File: src/rtl/display_arbiter.sv
// Arbitrates the 4-digit display between a live background value and two
// overlay sources that each take the display for HOLD_CYCLES clocks per request.
module display_arbiter #(
  parameter int unsigned HOLD_CYCLES = 50_000_000
) (
  input  logic        clk,
  input  logic        rst_n,
  input  logic [15:0] base_val,
  input  logic [1:0]  req,
  input  logic [15:0] ov0_val,
  input  logic [15:0] ov1_val,
  output logic [1:0]  ack,
  output logic        busy,
  output logic [1:0]  active_src,
  output logic [3:0]  num3,
  output logic [3:0]  num2,
  output logic [3:0]  num1,
  output logic [3:0]  num0
);

  localparam int unsigned TW = (HOLD_CYCLES > 2) ? $clog2(HOLD_CYCLES) : 1;
  localparam logic [TW-1:0] TLAST = TW'(HOLD_CYCLES - 1);

  typedef enum logic [1:0] {
    IDLE  = 2'b00,
    SHOW0 = 2'b01,
    SHOW1 = 2'b10
  } state_t;

  state_t        state_q, state_d;
  logic [15:0]   disp_q, disp_d;
  logic [1:0]    ack_q, ack_d;
  logic          busy_q, busy_d;
  logic [1:0]    active_q, active_d;
  logic [1:0]    req_q, req_d;
  logic [1:0]    pend_q, pend_d;
  logic [TW-1:0] timer_q, timer_d;
  logic          last_q, last_d;

  logic [1:0] evt;
  logic       gnt_en;
  logic       gnt_src;
  logic       cur;
  logic       oth;

  always_comb begin
    state_d = state_q;
    disp_d  = disp_q;
    ack_d   = '0;
    pend_d  = pend_q;
    timer_d = timer_q;
    last_d  = last_q;
    req_d   = req;
    evt     = req & ~req_q;
    gnt_en  = 1'b0;
    gnt_src = 1'b0;
    cur     = (state_q == SHOW1);
    oth     = ~cur;

    if (state_q == IDLE) begin
      disp_d  = base_val;
      timer_d = '0;
      if (evt == 2'b11) begin
        // Round robin: favour the source not granted last; the loser waits.
        gnt_en         = 1'b1;
        gnt_src        = ~last_q;
        pend_d[last_q] = 1'b1;
      end else if (evt[0]) begin
        gnt_en  = 1'b1;
        gnt_src = 1'b0;
      end else if (evt[1]) begin
        gnt_en  = 1'b1;
        gnt_src = 1'b1;
      end
    end else begin
      timer_d = timer_q + 1'b1;
      if (evt[oth]) pend_d[oth] = 1'b1;
      if (evt[cur]) begin
        timer_d  = '0;
        disp_d   = cur ? ov1_val : ov0_val;
        ack_d[cur] = 1'b1;
      end else if (timer_q == TLAST) begin
        if (pend_q[oth] || evt[oth]) begin
          gnt_en  = 1'b1;
          gnt_src = oth;
        end else begin
          state_d = IDLE;
          disp_d  = base_val;
          timer_d = '0;
        end
      end
    end

    if (gnt_en) begin
      state_d         = gnt_src ? SHOW1 : SHOW0;
      disp_d          = gnt_src ? ov1_val : ov0_val;
      ack_d           = gnt_src ? 2'b10 : 2'b01;
      pend_d[gnt_src] = 1'b0;
      timer_d         = '0;
      last_d          = gnt_src;
    end

    busy_d   = (state_d != IDLE);
    active_d = state_d;
  end

  always_ff @(posedge clk) begin
    if (!rst_n) begin
      state_q  <= IDLE;
      disp_q   <= '0;
      ack_q    <= '0;
      busy_q   <= 1'b0;
      active_q <= '0;
      req_q    <= '0;
      pend_q   <= '0;
      timer_q  <= '0;
      last_q   <= 1'b1;
    end else begin
      state_q  <= state_d;
      disp_q   <= disp_d;
      ack_q    <= ack_d;
      busy_q   <= busy_d;
      active_q <= active_d;
      req_q    <= req_d;
      pend_q   <= pend_d;
      timer_q  <= timer_d;
      last_q   <= last_d;
    end
  end

  assign ack        = ack_q;
  assign busy       = busy_q;
  assign active_src = active_q;
  assign num3       = disp_q[15:12];
  assign num2       = disp_q[11:8];
  assign num1       = disp_q[7:4];
  assign num0       = disp_q[3:0];

endmodule

File: config.mk
export PLATFORM = sky130hd
export DESIGN_NAME = display_arbiter
export DESIGN_NICKNAME = d
export VERILOG_FILES = /design/src/rtl/display_arbiter.sv
export SDC_FILE = /design/constraint.sdc
export NUM_CORES = 1
export LEC_CHECK = 0
export ABC_AREA = 1
export CAP_MARGIN = 20
export CORE_ASPECT_RATIO = 0.8
export CORE_MARGIN = 2
export CORE_UTILIZATION = 51
export CTS_CLUSTER_DIAMETER = 150
export DETAILED_ROUTE_END_ITERATION = 6
export PLACE_DENSITY = 0.85
export SYNTH_ARGS = -nofsm -noshare
export SYNTH_HDL_FRONTEND = slang
export SYNTH_SLANG_ARGS = --single-unit
File: constraint.sdc
create_clock -name clk -period 2.5 [get_ports clk]
set_input_delay 0.5 -clock clk [delete_from_list [all_inputs] [get_ports clk]]
set_output_delay 0.5 -clock clk [all_outputs]
set_load 0.05 [all_outputs]
* Word-level counts from Yosys, hierarchy flattened
Cells that the tools add are included.
Word-level totals: register bits after elaboration 52, input bits 52, output and inout port bits 21, logic and storage cells 89
Cells by class: $add $sub $neg 1, magnitude comparators 8, equality and inequality tests 4, mux-type cells 49, bitwise operators 9, reduce and logical (&&, ||, !) cells 10
Operator list (number):
- $mux W16 | 7
- $mux W26 | 2
- $add A26 B1 Y26 const B | 1
- $eq A26 B26 Y1 const B | 1
- $mux W2 | 13
- $mux W1 | 23
- $lt A1 B2 Y1 const B | 4
- $and A2 B2 Y2 | 2
- $demux W1 S1 | 4
- $eq A2 B2 Y1 const B | 2
- $ge A1 B1 Y1 const B | 4
- $logic_and A1 B1 Y1 | 4
- $ne A4 B4 Y1 const B | 1
- $not A2 Y2 | 2
- $or A2 B2 Y2 | 2
- $reduce_bool A4 Y1 | 1
- $reduce_or A4 Y1 | 1
- $not A1 Y1 | 3
- $logic_not A2 Y1 | 1
- $reduce_and A2 Y1 | 1
- $reduce_bool A2 Y1 | 1
- $logic_or A1 B1 Y1 | 1

* Longest topological paths before layout
depth after elaboration 16, gate-level depth with buffers 15, mapped depth without buffers 14

* Worst setup path before layout
No wires, ideal clock.
path type register to register, start register active_src[0] (netlist name), end register disp_q[1], library setup time 0.109 ns, arrival 1.930 ns, data required time 2.391 ns, slack 0.461 ns, stages on the path, launching flop included 13, path buffers 1, period minus slack after synthesis 2.039 ns, cells stage by stage dfxtp_1 > nor2_4 > nand2_2 > nand2_1 > nor2_2 > nand3_1 > nand2_4 > inv_4 > buf_6 > nand3_1 > nand3_1 > nand2_1 > inv_1
RTL lines:
- to (signal assigned) | line 120 | disp_q <= disp_d;
- to (decl) | line 31 | logic [15:0] disp_q, disp_d;

* Worst setup path in the final report
start register active_q[0] (netlist: active_src[0]), end output port active_src[0]
RTL lines:
- from (decl) | line 34 | logic [1:0] active_q, active_d;
- from (signal assigned) | line 123 | active_q <= active_d;
- to (decl) | line 14 | output logic [1:0] active_src,
No word-level cell between the ends.

==> results.json <==
{
  "hold_path.class": "register to register",
  "critical_path_required_ns": 2.00,
  "power.static_leakage_nw": 1.86,
  "share_of_the_core_filled_with_cells_pct": 68.9,
  "synthesis.instances": 532,
  "cts_hold_buffers": 0,
  "detail_route.wirelength_um": 9160,
  "yosys_warnings": 0,
  "numPortBuffers": 72,
  "wl_per_cell_um": 13.4,
  "final_cell_area_um2": 4160,
  "die_width_um": 93.1,
  "max_freq_ghz": 0.434,
  "post_route_cells_drive_above_1_share_pct": 6.78,
  "cell_pwr_density_nw_per_um2": 636,
  "cts-root-buf": "sky130_fd_sc_hd__clkbuf_8",
  "cts.htree.levels": 2,
  "worst_slack_ns": 0.198,
  "synthesis.area_um2": 3240,
  "placement.setup.worst_slack_ns": -0.00109,
  "dieArea_um2": 7010,
  "postSynth.topFlopCell": "sky130_fd_sc_hd__dfxtp_1",
  "path_class": "register to output pin",
  "timing.final.crit_period_ns": 2.30,
  "post_synth_xor_area_fraction_pct": 4.33,
  "min_delay_worst_endpoint": "timer_q[0]",
  "slew_violations": 0,
  "reg2reg_end": "disp_q[11]",
  "power_w": 0.00264,
  "area.growth.synth_to_final_pct": 28.4,
  "maxCapViolations": 0,
  "synth-seq-area-share_pct": 32.1,
  "worst-path-max-fanout": 8,
  "nets": 657,
  "regToRegStartpoint": "active_src[0]",
  "antenna_cells_inserted": 0,
  "compound_cell_area_share_of_the_yosys_netlist_pct": 8.88,
  "number_of_global_route_vias_before_repair": 3244,
  "routed_via_density": 5.42,
  "synth_area_leaders": "sky130_fd_sc_hd__dfxtp_1, sky130_fd_sc_hd__nand2_1, sky130_fd_sc_hd__nand3_1",
  "final_setup_violations": 0,
  "syn-mean-instance-area_um2": 6.09,
  "syn_nets": 585,
  "slowest_delay_ns": 0.89,
  "detailed_router_iteration_count_before_antenna_repair": 6,
  "critical_path.cell_chain": "clkdlybuf4s50_1",
  "fin_skew_ns": 0.00911,
  "globalRouteOverflowTotal": 0,
  "cts_made_buffers": 5,
  "post_synth_fa_ha_maj_area_fraction_pct": 0.386,
  "vdd_drop_max_mv": 0.455,
  "synth_top_family_by_area": "simple AND/OR/NAND/NOR gates",
  "placement_rows": 25,
  "path_clk_slew_ns": 0.10,
  "finalWeightedCongestion": 0.947,
  "number_of_enable_type_register_cells_in_the_synthesized_netlist": 0,
  "start_util_pct": 53.7,
  "status": "complete, no violations",
  "min_period_over_period_pct": 92.1,
  "drcViolationCount": 0,
  "timing.max_slew.rel_slack_pct": 63.9,
  "design.portCount": 73,
  "hold-path-cell-count": 1,
  "netlist-cell-type-count": 33,
  "hp-start": "timer_q[0]",
  "regToRegSetupSlack_ns": 0.37,
  "clock_sink_count": 52,
  "final_antenna_net_count": 0,
  "start_kind": "register",
  "yosys.area_share.simple_pct": 42.8,
  "max-clock-path-buffers": 2,
  "placed_cell_area_um2": 4060,
  "worst_ep_arrival_time_ns": 1.80,
  "maximum_number_of_pins_on_one_net_before_global_route_repair": 33,
  "core_um2": 6040,
  "worst_path_max_delay_cell": "sky130_fd_sc_hd__clkdlybuf4s50_1",
  "hpwlAfterDp_um": 6740,
  "reg2regPathDepth": 10,
  "fp.dieH_um": 75.3,
  "synthMuxAreaShare_pct": 0,
  "critPathTopFamily": "buffers and inverters",
  "postCtsSetupBuffers": 0,
  "crit_buf_inv": 1,
  "clkLatencyLatePin_ns": 0.31,
  "report.final.hold_viol_count": 0,
  "wire_length_of_the_first_global_routing_pass_um": 15000,
  "tritoncts": "yes",
  "fillCellCount": 510,
  "critical_path.endpoint_type": "output pin",
  "synth_top_cell_area_share_pct": 32.1,
  "grt_setup_unrepaired": "no",
  "async_flop_share_pct": 0,
  "synthesis_stage_register_bit_count": 52,
  "antenna_found_initial": 0,
  "ctsResizeCount": 0,
  "grt.total_usage_pct": 26.9,
  "initialDrtViolationCount": 414,
  "yosys.area.top_type": "sky130_fd_sc_hd__dfxtp_1",
  "tightest_slew_ns": 0.539,
  "routed-via-count": 3717
}
[cells by family (layout without fill, tap and decap cells)]
family,count (synthesis),in the layout
simple gates,320,320
buf+inv,89,162
compound gates,54,54
flops,52,52
xor+xnor,16,16
fa+ha+maj,1,1
[worst max path at each step]
stage                     slack, ns     startpoint       endpoint  cells after the start
final                          0.20  active_src[0]  active_src[0]                      1
after global routing           0.14  active_src[0]  active_src[0]                      1
after CTS                      0.22  active_src[0]  active_src[0]                      1
after detailed placement     -0.001         req[0]           busy                     12
after global placement         0.13         req[0]     disp_q[12]                     11
after floorplan                0.46  active_src[0]      disp_q[1]                     12
[placed cells by master (no fill, tap or decap), types with 11 or more instances in the layout]
master and instances:
sky130_fd_sc_hd__nand2_1 155, sky130_fd_sc_hd__nor2_1 73, sky130_fd_sc_hd__clkdlybuf4s50_1 72, sky130_fd_sc_hd__inv_1 64, sky130_fd_sc_hd__nand3_1 55, sky130_fd_sc_hd__dfxtp_1 52
sky130_fd_sc_hd__o21ai_0 32, sky130_fd_sc_hd__a21oi_1 15, sky130_fd_sc_hd__xor2_1 12, sky130_fd_sc_hd__buf_4 11
[registers in the layout, summed over array words and instances (netlist names)]
signal and flops:
req_q 2, timer_q 26, last_q 1, ack 2, disp_q 16, pend_q 2
busy 1, active_src 2
[cells in the mapped netlist, types with 2 or more instances]
| cell | instances |
|---|---|
| sky130_fd_sc_hd__inv_4 | 2 |
| sky130_fd_sc_hd__buf_4 | 2 |
| sky130_fd_sc_hd__nand3_1 | 55 |
| sky130_fd_sc_hd__o21ai_0 | 32 |
| sky130_fd_sc_hd__o21ai_1 | 2 |
| sky130_fd_sc_hd__nor4_1 | 5 |
| sky130_fd_sc_hd__o22ai_1 | 2 |
| sky130_fd_sc_hd__a21oi_1 | 15 |
| sky130_fd_sc_hd__xnor2_1 | 4 |
| sky130_fd_sc_hd__nor2_4 | 2 |
| sky130_fd_sc_hd__nor2_2 | 5 |
| sky130_fd_sc_hd__inv_1 | 64 |
| sky130_fd_sc_hd__dfxtp_1 | 52 |
| sky130_fd_sc_hd__nand2_2 | 3 |
| sky130_fd_sc_hd__nand2_1 | 155 |
| sky130_fd_sc_hd__nand2_4 | 2 |
| sky130_fd_sc_hd__xor2_1 | 12 |
| sky130_fd_sc_hd__nand4_1 | 7 |
| sky130_fd_sc_hd__nor2_1 | 73 |
| sky130_fd_sc_hd__nor3_1 | 9 |
| sky130_fd_sc_hd__inv_2 | 4 |
| sky130_fd_sc_hd__buf_6 | 2 |
| sky130_fd_sc_hd__buf_2 | 7 |
| sky130_fd_sc_hd__clkbuf_1 | 7 |
[metal layers]
layer | share of wire [%] | vias up | track usage, %
li1 | - | 1814 | -
met1 | 48 | 1670 | 39.3
met2 | 41 | 217 | 41.5
met3 | 9.9 | 16 | 4.30
met4 | 1.2 | 0 | 7.35
met5 | 0 | - | 0
[metrics by stage]
stage | instances | TNS, ns | hold WS [ns]
after detailed placement | 678 | -0.00109 | 0.439
after global placement | 678 | 0 | 0.426
final | 686 | 0 | 0.451
after global routing | 686 | 0 | 0.472
after CTS | 686 | 0 | 0.454
after floorplan | 532 | 0 | 0.413
[layout make-up]
cell class,count,area (um2),area share (%)
clock buffers,5,68.8,1.66
inverters,70,268,6.44
repair buffers,84,823,19.8
clock inverters,3,27.5,0.662
flip-flops and latches,52,1040,25.0
multi-input cells,391,1830,44.0
well taps,81,101,2.44
[power by group]
| part | switching, W | internal (W) | total, W |
|---|---|---|---|
| logic | 0.000752 | 0.000414 | 0.00117 |
| registers | 0.0000529 | 0.000913 | 0.000966 |
| clock network | 0.000306 | 0.000206 | 0.000512 |
| total | 0.00111 | 0.00153 | 0.00264 |
Note: power is estimated with default switching activity, not from simulation.
